`src/rtl/vertex_acc_collector.sv`:
```
// Receive side of the Vertex PE output: sums CHUNKS_PER_FV beats of one node
// into a vertex result and queues completed results for downstream.
module vertex_acc_collector #(
    parameter int FV_SIZE       = 16,
    parameter int MAX_NODE_ID   = 256,
    parameter int CHUNKS_PER_FV = 4,
    parameter int FIFO_DEPTH    = 4,
    localparam int NID_W = $clog2(MAX_NODE_ID),
    localparam int CNT_W = $clog2(CHUNKS_PER_FV) + 1,
    localparam int PTR_W = $clog2(FIFO_DEPTH),
    localparam int FCW   = $clog2(FIFO_DEPTH) + 1
) (
    input  logic               clk,
    input  logic               reset,
    input  logic               pe_valid,
    input  logic [FV_SIZE-1:0] pe_data,
    input  logic [NID_W-1:0]   pe_node_id,
    output logic               pe_ready,
    output logic               out_valid,
    output logic [FV_SIZE-1:0] out_data,
    output logic [NID_W-1:0]   out_node_id,
    input  logic               out_ready,
    output logic [FCW-1:0]     fifo_count,
    output logic               node_err
);
    typedef enum logic {IDLE, ACC} state_t;

    state_t             state_q, state_d;
    logic [FV_SIZE-1:0] acc_q, acc_d;
    logic [CNT_W-1:0]   cnt_q, cnt_d;
    logic [NID_W-1:0]   node_q, node_d;
    logic               err_q, err_d;

    logic [FV_SIZE-1:0] data_mem [FIFO_DEPTH];
    logic [NID_W-1:0]   nid_mem  [FIFO_DEPTH];
    logic [PTR_W-1:0]   wr_ptr_q, rd_ptr_q;
    logic [FCW-1:0]     count_q, count_d;

    logic               accept, push, pop;
    logic [FV_SIZE-1:0] push_data;
    logic [NID_W-1:0]   push_node;

    // pe_ready looks only at registered occupancy, so a same-cycle pop never frees a slot
    assign pe_ready  = (count_q != FCW'(FIFO_DEPTH));
    assign accept    = pe_valid && pe_ready;
    assign out_valid = (count_q != '0);
    assign pop       = out_valid && out_ready;

    always_comb begin
        state_d   = state_q;
        acc_d     = acc_q;
        cnt_d     = cnt_q;
        node_d    = node_q;
        err_d     = err_q;
        push      = 1'b0;
        push_data = '0;
        push_node = '0;
        case (state_q)
            IDLE: begin
                if (accept) begin
                    if (CHUNKS_PER_FV == 1) begin
                        push      = 1'b1;
                        push_data = pe_data;
                        push_node = pe_node_id;
                    end else begin
                        acc_d   = pe_data;
                        node_d  = pe_node_id;
                        cnt_d   = CNT_W'(1);
                        state_d = ACC;
                    end
                end
            end
            ACC: begin
                if (accept) begin
                    if (pe_node_id != node_q) begin
                        // Drop the orphaned partial and restart on the new node
                        err_d  = 1'b1;
                        acc_d  = pe_data;
                        node_d = pe_node_id;
                        cnt_d  = CNT_W'(1);
                    end else if (cnt_q == CNT_W'(CHUNKS_PER_FV - 1)) begin
                        push      = 1'b1;
                        push_data = acc_q + pe_data;
                        push_node = node_q;
                        cnt_d     = '0;
                        state_d   = IDLE;
                    end else begin
                        acc_d = acc_q + pe_data;
                        cnt_d = cnt_q + CNT_W'(1);
                    end
                end
            end
            default: state_d = IDLE;
        endcase
    end

    always_comb begin
        count_d = count_q + FCW'(push) - FCW'(pop);
    end

    always_ff @(posedge clk) begin
        if (reset) begin
            state_q  <= IDLE;
            acc_q    <= '0;
            cnt_q    <= '0;
            node_q   <= '0;
            err_q    <= 1'b0;
            wr_ptr_q <= '0;
            rd_ptr_q <= '0;
            count_q  <= '0;
        end else begin
            state_q  <= state_d;
            acc_q    <= acc_d;
            cnt_q    <= cnt_d;
            node_q   <= node_d;
            err_q    <= err_d;
            count_q  <= count_d;
            if (push) wr_ptr_q <= wr_ptr_q + PTR_W'(1);
            if (pop)  rd_ptr_q <= rd_ptr_q + PTR_W'(1);
        end
    end

    always_ff @(posedge clk) begin
        if (push && !reset) begin
            data_mem[wr_ptr_q] <= push_data;
            nid_mem[wr_ptr_q]  <= push_node;
        end
    end

    assign out_data    = out_valid ? data_mem[rd_ptr_q] : '0;
    assign out_node_id = out_valid ? nid_mem[rd_ptr_q]  : '0;
    assign fifo_count  = count_q;
    assign node_err    = err_q;
endmodule

```
`config.mk`:
```
export PLATFORM = sky130hd
export DESIGN_NAME = vertex_acc_collector
export DESIGN_NICKNAME = d
export VERILOG_FILES = /design/src/rtl/vertex_acc_collector.sv
export SDC_FILE = /design/constraint.sdc
export NUM_CORES = 1
export LEC_CHECK = 0
export BUFFER_PORTS_ARGS = -buffer_cell sky130_fd_sc_hd__buf_2
export CAP_MARGIN = 30
export CORE_ASPECT_RATIO = 1.1
export CORE_MARGIN = 5
export CORE_UTILIZATION = 60
export CTS_BUF_LIST = sky130_fd_sc_hd__clkbuf_4
export DETAILED_ROUTE_END_ITERATION = 8
export PLACE_DENSITY = 0.79
export SETUP_SLACK_MARGIN = 0.4
export SYNTH_ARGS = -nofsm -noshare
export SYNTH_HDL_FRONTEND = slang
export SYNTH_SLANG_ARGS = --single-unit
```
`constraint.sdc`:
```
create_clock -name clk -period 5.2 [get_ports clk]
set_clock_uncertainty 0.1 [all_clocks]
set_input_delay 1.56 -clock clk [delete_from_list [all_inputs] [get_ports clk]]
set_output_delay 1.56 -clock clk [all_outputs]
set_load 0.02 [all_outputs]
```
# After elaboration in Yosys (flattened, before gate mapping)
# Memories as Yosys holds them, arrays and structs flattened. A register that Yosys moved wholly into a read port is not among the register bits.
# Index checks and enable logic that the tools add are counted.
# totals
regBits	36
elab_cells	72
mem_bits_rw	96
out_inout_bits	30
mem_count	2
inputBits	28
# classes
bitwise_logic	1
n_addsub	6
muxes	39
n_eq_ne	7
reduce_logical	9
# memory_table
name	depth	word_bits	rd	rd_clocked_by_memory_dff	write_ports	line	rtl
data_mem	4	16	1	1	1	34	logic [FV_SIZE-1:0] data_mem [FIFO_DEPTH];
nid_mem	4	8	1	1	1	35	logic [NID_W-1:0] nid_mem [FIFO_DEPTH];
# op_table
op	n
$mux W16	9
$mux W8	8
$pmux W16 S2	1
$add A16 B16 Y16	1
$pmux W8 S2	1
$mux W3	4
$mux W1	10
$reduce_and A3 Y1	3
$mux W2	4
$ne A8 B8 Y1	1
$ne A3 B3 Y1 const B	2
$pmux W3 S2	1
$add A2 B1 Y2 const B	2
$ne A2 B1 Y1 const B	2
$add A3 B1 Y3	1
$add A3 B1 Y3 const B	1
$eq A3 B2 Y1 const B	1
$logic_and A1 B1 Y1	3
$reduce_bool A3 Y1	1
$sub A3 B1 Y3	1
$ne A2 B2 Y1 const B	1
$pmux W1 S2	1
$reduce_and A2 Y1	1
$logic_not A1 Y1	1
$not A1 Y1	1

# Logic depth before layout (Yosys ltp)
# Gate-level depths: netlist of run 1.
# depth
depth_word	8
depth_mapped	14
mapped_depth_nobuf	13

# Worst setup path before layout of run 1
# No wires, ideal clock.
# synth_path
path_type	input to register
start	input port pe_node_id[1]
end	register count_q[2] (netlist: fifo_count[2])
arrival_ns	4.047
required_ns	4.972
path_stages	14
n_path_buf	1
slack_ns	0.925
setup_time_ns	0.128
path_cell_list	xor2_1 -> nor4_2 -> nand3_2 -> nor3_2 -> inv_2 -> clkbuf_1 -> ha_1 -> inv_1 -> ha_1 -> inv_1 -> fa_1 -> xor2_1 -> xnor2_1 -> nor2_1
# synth_via
elab_chain_len	6
# synth_lines
item	line	rtl
start: declaration	17	input logic [NID_W-1:0] pe_node_id,
$ne A8 B8 Y1	75	if (pe_node_id != node_q) begin
$mux W1	75	
$mux W1	74	if (accept) begin
$mux W1	58	case (state_q)
$add A3 B1 Y3	98	count_d = count_q + FCW'(push) - FCW'(pop);
$sub A3 B1 Y3	98	
end signal: assignment	117	count_q <= count_d;
end: declaration	37	logic [FCW-1:0] count_q, count_d;
# No other way between the ends.
# A chain may end at the register's enable or synchronous reset.

==> flow_summary.ini, run 1 <==
[global_routing]
grt-ovfl-total = 0
grt_use_total_pct = 20.9
grt_pass1_vias = 4167
grt_antenna_before_repair = 0
use_met1_pct = 25.3
grt_max_degree = 44
met2_usage_pct = 36.5
use_met3_pct = 5.21
top_usage_layer = met2
grt_pass1_wl_um = 20400

[layout]
diodes = 0
finalNetCount = 606
area_delta_synth_final_pct = 11.2
drive_above_1_share_pct = 21.9
fillers = 756
layout.area.seq_mm2 = 0.00364
mostFrequentLayoutCells = edfxtp_1, buf_2, nor2_1, and2_1, dfxtp_1
layout_commonest_cell = edfxtp_1
multi_input_area_mm2 = 0.00257

[placed_design]
io_buffers = 57
dp.final_hpwl_um = 8400
place_congestion = 0.873

[yosys]
synth-compound-area-share_pct = 8.02
synth_top_area_cell = edfxtp_1
syn_nets = 548
yosysSeqAreaShare_pct = 57.5
synthCells = 496
synthDistinctLibCells = 53
post_synth_xor_area_fraction_pct = 3.32
synthSimpleGateAreaFrac_pct = 14.2
yosys.area_share.adder_pct = 4.98
synth_top_family_by_area = simple AND/OR/NAND/NOR gates
ys_warn_count = 0
synth_ff_type = edfxtp_1
netlist_area_mm2 = 0.00634
synth_area_leaders = edfxtp_1, dfxtp_1, mux4_2, ha_1, and2_1
synth_area_per_cell_um2 = 12.8
ys_ff_latch = 134
async_reset_ff_share_pct = 0
synthMuxAreaShare_pct = 9.95
yosys.area.top_type_share_pct = 45.5
synth-edff-count = 96

[outcome]
status = finished clean

[die]
ios = 58
initial_core_util_pct = 61.3
num_rows = 39
chipWidth_um = 108
placeableCoreArea_mm2 = 0.0103
die-area_mm2 = 0.0127
die_h_um = 118

[worst_setup_path]
critPathKind = reg2out
cp.required_ns = 3.54
worstPathMaxFanout = 24
start_kind = flip-flop
cp.arrival_ns = 2.17
critPathMaxStageDelay_ns = 0.60
end_kind = output pin
crit_slowest_cell = mux4_2
crit_family = multiplexers
critPathBufInv = 2
path_cells = buf_4 -> mux4_2 -> and2_1 -> buf_2

[run]
maxCapViolations = 0

[route]
drcViolationCount = 0
dr.pass1.iters = 5
wirelength_um = 12500
routedWlPerCell_um = 17.6
num_vias = 4101
route.antenna.remaining_nets = 0
drtIter0Drc = 183
vias_per_cell = 5.78

[power]
power.density_mw_per_mm2 = 318
power.total_mw = 2.24
power.leakage_nw = 2.95
max-vdd-ir-drop_v = 0.000264

[timing]
rsz0062_at_grt = false
clock.fmax_mhz = 261
final_hold_viol_count = 0
setup_viol = 0
relSlewSlack_pct = 32.6
slew_violations = 0
min_period_ns = 3.83
tightestPinTransition_ns = 1.01
fin_setup_tns_ns = 0
fin_crit_sh_pct = 73.6

[clock_tree]
clk_latency_ns = 0.51
cts_resized = 0
cts_made_buffers = 17
cts_setup_buffers = 0
cts-root-buf = clkbuf_4
cts_sinks = 134
hold_buffers = 0
clockBufferDepth = 2
clkTransAtPathRegs_ns = 0.11
tritoncts = done
ctsHtreeMaxLevel = 4

[min_path]
min_path_type = reg2reg
-- metrics by stage --
step	cells	cell area [um^2]	hold WS, ns	setup slack (ns)	util [%]
3_5_place_dp	678	6750	0.359	0.960	65.3
3_3_place_gp	678	6750	0.342	1.02	65.3
6_report	710	7040	0.371	1.37	68.1
4_1_cts	710	7040	0.375	1.28	68.1
5_1_grt	710	7040	0.407	1.17	68.1
2_1_floorplan	496	6340	0.336	0.925	-
-- synthesized netlist by cell type (all sizes together) (3+ instances only) --
library cell,number
a211oi,4
a21o,6
a21oi,23
a311oi,4
a31oi,3
and2,43
buf,7
clkbuf,19
dfxtp,38
edfxtp,96
ha,22
inv,5
mux2i,9
mux4,24
nand2,29
nand2b,3
nand3,9
nand4b,3
nor2,53
nor3,10
nor4,5
o211a,5
o211ai,8
o21ai,13
o21bai,3
or3,3
or3b,3
xnor2,7
xor2,17
-- flip-flops by register name, summed over array words and instances, names as in the netlist, named ones only --
register,flops
node_q,8
node_err,1
state_q,1
rd_ptr_q,2
cnt_q,3
nid_mem,32
fifo_count,3
wr_ptr_q,2
data_mem,64
acc_q,16
-- layer usage --
layer / wire length (um) / part of all wire, % / vias up
li1: - / - / 1967
met1: 5080 / 41 / 1954
met2: 6400 / 51 / 163
met3: 901 / 7.2 / 17
met4: 138 / 1.1 / 0
met5: 0 / 0 / -
-- cells by family after synthesis --
group	count (synthesis)
buffers and inverters	31
and+or+nand+nor	173
AOI/OAI and AO/OA	77
DFF	134
muxes	33
xor gates and xnor gates	24
adders and majority gates	24
-- worst paths after layout --
check / startpoint / end / slack (ns) / cells past startpoint
min reg2reg: cnt_q[1] / cnt_q[1] / 0.37 / 2
min: cnt_q[1] / cnt_q[1] / 0.37 / 2
max reg2reg: node_q[1] / fifo_count[2] / 2.25 / 13
max: flip-flop / out_data[12] / 1.37 / 4
-- cell type report --
cell class / count / share of cell area (%)
multi-input cells: 331 / 36.4
clock inverters: 11 / 1.90
flip-flops and latches: 134 / 51.7
well taps: 143 / 2.54
inverters: 5 / 0.266
clock buffers: 21 / 2.24
repair buffers: 65 / 4.90
-- power by group --
| group | total, mW | internal (mW) | switching [mW] |
|---|---|---|---|
| Combinational | 0.366 | 0.146 | 0.220 |
| Clock | 0.698 | 0.350 | 0.348 |
| Sequential | 1.17 | 1.15 | 0.0202 |
-- worst min-delay path: stages (launching register included) --
cell	delay, ns
dfxtp_1	0.33
nand2_1	0.06
a21oi_1	0.05
Power figures use the tool's default switching activity.
==> run 2, diff against run 1 <==
Settings changed: CORE_UTILIZATION 60 to 56, PLACE_DENSITY 0.79 to 0.78.
Clock period 5.2 ns to 3.25 ns, I/O delays scaled along.
==> run 2 against run 1 <==
  * Via count rose by 2.8%
  * Critical path depth increased by 1
  * Worst setup slack worse by 1.2 ns
  * Routed wire length grew 3.9%
  * Power rose by 76%
  * Sequential power grew 62%
  * Utilization rose by 0.88 points
  * Final cell count increased by 3.7%
  * Largest cell class unchanged
  * Sequential share of layout area shrank 3.7 points
  * Clock power increased by 85%
  * Global-route usage fell by 1.0 points
==> flow_summary.ini, run 2 (same netlist as run 1, synthesis figures left out) <==
[die]
chipWidth_um = 111
die_h_um = 122
die-area_mm2 = 0.0135
ios = 58
initial_core_util_pct = 57.6
num_rows = 40
placeableCoreArea_mm2 = 0.0110

[min_path]
min_path_type = reg2reg

[layout]
largest_reg_flops = 64
drive_above_1_share_pct = 30.2
finalNetCount = 628
layout_commonest_cell = edfxtp_1
reg_top3 = data_mem: 64 flops, nid_mem: 32 flops, acc_q: 16 flops
area_delta_synth_final_pct = 19.8
finish.instance_area_mm2 = 0.00759
mostFrequentLayoutCells = edfxtp_1, nor2_1, buf_2, dfxtp_1, nand2_1
regMostFlops = data_mem
final_core_util_pct = 69.0
fillers = 800
diodes = 0

[power]
power.leakage_nw = 3.15
power.density_mw_per_mm2 = 520
power.total_mw = 3.95
max-vdd-ir-drop_v = 0.000331

[worst_setup_path]
critPathMaxStageDelay_ns = 0.50
critPathBufInv = 3
crit_family = multiplexers
end_kind = output pin
start_kind = flip-flop
worstPathMaxFanout = 6
critPathKind = reg2out
crit_slowest_cell = mux4_2
cp.arrival_ns = 1.96
path_cells = buf_12 -> buf_16 -> mux4_2 -> and2_4 -> buf_6
cp.required_ns = 2.17

[outcome]
status = finished clean

[clock_tree]
tritoncts = done
hold_buffers = 0
cts_sinks = 134
clockBufferDepth = 2
clk_latency_ns = 0.53
cts-root-buf = clkbuf_4
clkTransAtPathRegs_ns = 0.13
cts_made_buffers = 17
ctsHtreeMaxLevel = 4

[timing]
slew_violations = 0
min_period_ns = 3.04
tightestPinTransition_ns = 0.555
setup_viol = 0
clock.fmax_mhz = 329
setup_slack_ns = 0.212
rsz0062_at_grt = true
fin_crit_sh_pct = 93.5
relSlewSlack_pct = 63.0
final_hold_viol_count = 0

[placed_design]
pre_cts_ws_ns = -0.221
io_buffers = 57
place_congestion = 0.881
dp.final_hpwl_um = 8930
placed_area_mm2 = 0.00702

[route]
route.antenna.remaining_nets = 0
drcViolationCount = 0
dr.pass1.iters = 5
vias_per_cell = 5.73
routedWlPerCell_um = 17.7
num_vias = 4215
wirelength_um = 13000
drtIter0Drc = 331

[run]
maxCapViolations = 0

[global_routing]
grt_pass1_vias = 4246
grt_max_degree = 27
grt-ovfl-total = 0
grt_use_total_pct = 19.9
grt_antenna_before_repair = 0
grt_pass1_wl_um = 21100
[run 2: changes by cell type in the layout (fill, tap and decap cells not counted), moves of 4 or more]
cell	previous run	this run
buf_2	57	45
and2_1	43	27
and2_4	0	16
buf_4	8	19
buf_6	0	12
buf_12	0	8
inv_6	0	6
clkbuf_4	21	17
[run 2: repair_timing]
| action | in CTS | in global routing |
|---|---|---|
| pin swaps | 2 | 5 |
| gates cloned | 2 | 0 |
| gates resized for setup | 27 | 19 |
| hold endpoints to repair | 0 | 0 |
| setup endpoints to repair | 26 | 26 |
| setup buffers | 2 | 2 |
[run 2: per-stage QoR]
step | instances | hold WS (ns) | TNS [ns]
2_1_floorplan | 496 | 0.336 | -0.450
3_3_place_gp | 698 | 0.342 | -2.44
3_5_place_dp | 698 | 0.354 | -7.34
4_1_cts | 734 | 0.372 | 0
5_1_grt | 736 | 0.411 | 0
6_report | 736 | 0.375 | 0
[run 2: report_power, final]
group          total [mW]  internal, mW  switching [mW]
registers            1.89          1.85          0.0430
clock network        1.29         0.631           0.654
logic               0.765         0.364           0.402
total                3.95          2.85            1.10
[run 2: worst paths after layout]
kind / from / end / slack (ns) / cells after the start
hold / removal: cnt_q[1] / cnt_q[1] / 0.37 / 2
setup reg to reg: node_q[2] / fifo_count[2] / 0.65 / 14
setup / recovery: flip-flop / out_node_id[0] / 0.21 / 5
hold reg to reg: cnt_q[1] / cnt_q[1] / 0.37 / 2
[run 2: layer usage]
layer	part of all wire [%]	vias to the layer above	track usage, %
met2	51	154	34.2
met1	42	2031	25.0
li1	-	2010	-
met3	6.0	20	5.17
met5	0	-	0
met4	1.2	0	5.93
[run 2: worst reg2reg max path: cells and delay by family (launching register included)]
kind / cells / cell delay (ns)
DFF: 1 / 0.36
adders and majority gates: 3 / 0.68
and+or+nand+nor: 4 / 0.58
buffers and inverters: 4 / 0.33
xor gates and xnor gates: 3 / 0.46
[run 2: area by class of cell]
cell class	count	area [um^2]	area share, %
Inverter	5	18.8	0.247
Multi-Input combinational cell	331	2670	35.1
Clock inverter	15	215	2.83
Clock buffer	17	128	1.68
Timing Repair Buffer	87	733	9.65
Sequential cell	134	3650	48.1
Tap cell	147	184	2.42
==> run 3, diff against run 2 <==
Settings changed: SLEW_MARGIN set to 20.
Clock period 3.25 ns to 2.5 ns, I/O delays scaled along.
==> run 3 against run 2 <==
  * The flow now finishes with violations (setup timing)
  * Hold slack improved by 0.015 ns
  * Utilization increased by 19 points
  * Clock power is 32% higher
  * Clock-buffer cell count stayed put
  * Routed wire length up 84%
  * Final cell count grew 14%
  * Sequential share of layout area shrank 10 points
  * Via count up 34%
  * Combinational power up 100%
  * Worst setup slack worse by 0.58 ns
  * Sequential power up 32%
  * Critical path type is now reg2reg
  * Largest power group unchanged
==> flow_summary.ini, run 3 (same netlist as run 1, synthesis figures left out) <==
[layout]
finish.instance_area_mm2 = 0.00971
finalNetCount = 728
fillers = 408
diodes = 0
mostFrequentLayoutCells = edfxtp_1, buf_4, buf_6, and2_4, nor2_1
area_delta_synth_final_pct = 53.3
regMostFlops = data_mem
layout_commonest_cell = edfxtp_1
final_core_util_pct = 88.2
largest_reg_flops = 64
stdcell_count = 836
reg_top3 = data_mem: 64 flops, nid_mem: 32 flops, acc_q: 16 flops
drive_above_1_share_pct = 55.6

[worst_setup_path]
r2r_cells = 13
critPathKind = reg2reg
start_kind = flip-flop
crit_slowest_cell = nor4_4
cp.arrival_ns = 3.20
worstPathMaxFanout = 3
critical_path.most_common_cell = inv_2
path_cells = xor2_1 -> nor4_4 -> nand3_4 -> nor3_4 -> inv_2 -> ha_4 -> inv_2 -> ha_4 -> inv_2 -> fa_2 -> xor2_1 -> xnor2_1 -> nor2_1
cp.required_ns = 2.84
end_kind = flip-flop
critPathMaxStageDelay_ns = 0.45
rrSetupSlack_ns = -0.37

[placed_design]
io_buffers = 57
pre_cts_ws_ns = -0.740
dp.final_hpwl_um = 9680
placed_area_mm2 = 0.00760
dp.cells = 744
place_congestion = 0.870

[timing]
fin_setup_tns_ns = -46.96
rsz0062_at_grt = true
clock.fmax_mhz = 349
relSlewSlack_pct = 69.1
fin_crit_sh_pct = 115
setup_slack_ns = -0.368
setup_viol = 180
final_hold_viol_count = 0
min_period_ns = 2.87
whs_ns = 0.390
tightestPinTransition_ns = 0.463
slew_violations = 0

[run]
maxCapViolations = 0

[power]
power.density_mw_per_mm2 = 593
max-vdd-ir-drop_v = 0.000612
power.total_mw = 5.76
power.leakage_nw = 3.97

[clock_tree]
tritoncts = done
clkTransAtPathRegs_ns = 0.13
cts_sinks = 134
cts_made_buffers = 17
clk_latency_ns = 0.55
clockBufferDepth = 2
ctsHtreeMaxLevel = 4
cts-root-buf = clkbuf_4

[route]
dr.pass1.iters = 5
wirelength_um = 23900
num_vias = 5641
drtIter0Drc = 603
routedWlPerCell_um = 28.6
route.antenna.remaining_nets = 0
vias_per_cell = 6.75
drcViolationCount = 0

[min_path]
min_path_type = in2reg
hold_depth = 3

[global_routing]
grt-ovfl-total = 0
grt_pass1_vias = 5205
grt_pass1_wl_um = 29800
grt_max_degree = 30
grt_antenna_before_repair = 0
grt_use_total_pct = 29.0

[die]
die-area_mm2 = 0.0135
ios = 58
die_h_um = 122
chipWidth_um = 111
num_rows = 40
initial_core_util_pct = 57.6
placeableCoreArea_mm2 = 0.0110

[outcome]
failed_checks = setup timing
status = finished, violations left
## run 3: report_power, final
part	internal (mW)	leakage [nW]	switching, mW
Combinational	0.749	2.37	0.804
Sequential	2.41	1.43	0.0877
Clock	0.799	0.165	0.905
## run 3: layout make-up
type                            count  area, um^2  area share [%]
Timing Repair Buffer              186        2190            22.6
Sequential cell                   134        3670            37.8
Clock buffer                       17         128            1.31
Clock inverter                     15         200            2.06
Tap cell                          147         184            1.89
Multi-Input combinational cell    332        3320            34.2
Inverter                            5        18.8           0.193
## run 3: routing by layer
metal  GRT usage, %  wire (um)
met5              0          0
met3           5.86       2270
met1           33.8       8050
met2           52.8      12000
met4           11.7       1600
## run 3: critical path: cells and delay by family (launching register included)
family	cells	cell delay [ns]
xor gates and xnor gates	3	0.51
adders and majority gates	3	0.67
buffers and inverters	3	0.19
DFF	1	0.35
and+or+nand+nor	4	0.94
## run 3: repair_timing
item	4_1_cts	5_1_grt
pin swaps	58	35
buffers inserted	26	14
setup endpoints to repair	200	245
hold buffers	0	0
gates resized for setup	156	81
cloned	14	6
## run 3: path summary, 6_finish.rpt
path,startpoint,endpoint
max reg2reg,node_q[4],fifo_count[2]
min,pe_data[10],acc_q[10]
min reg2reg,acc_q[11],acc_q[11]
max,node_q[4],fifo_count[2]
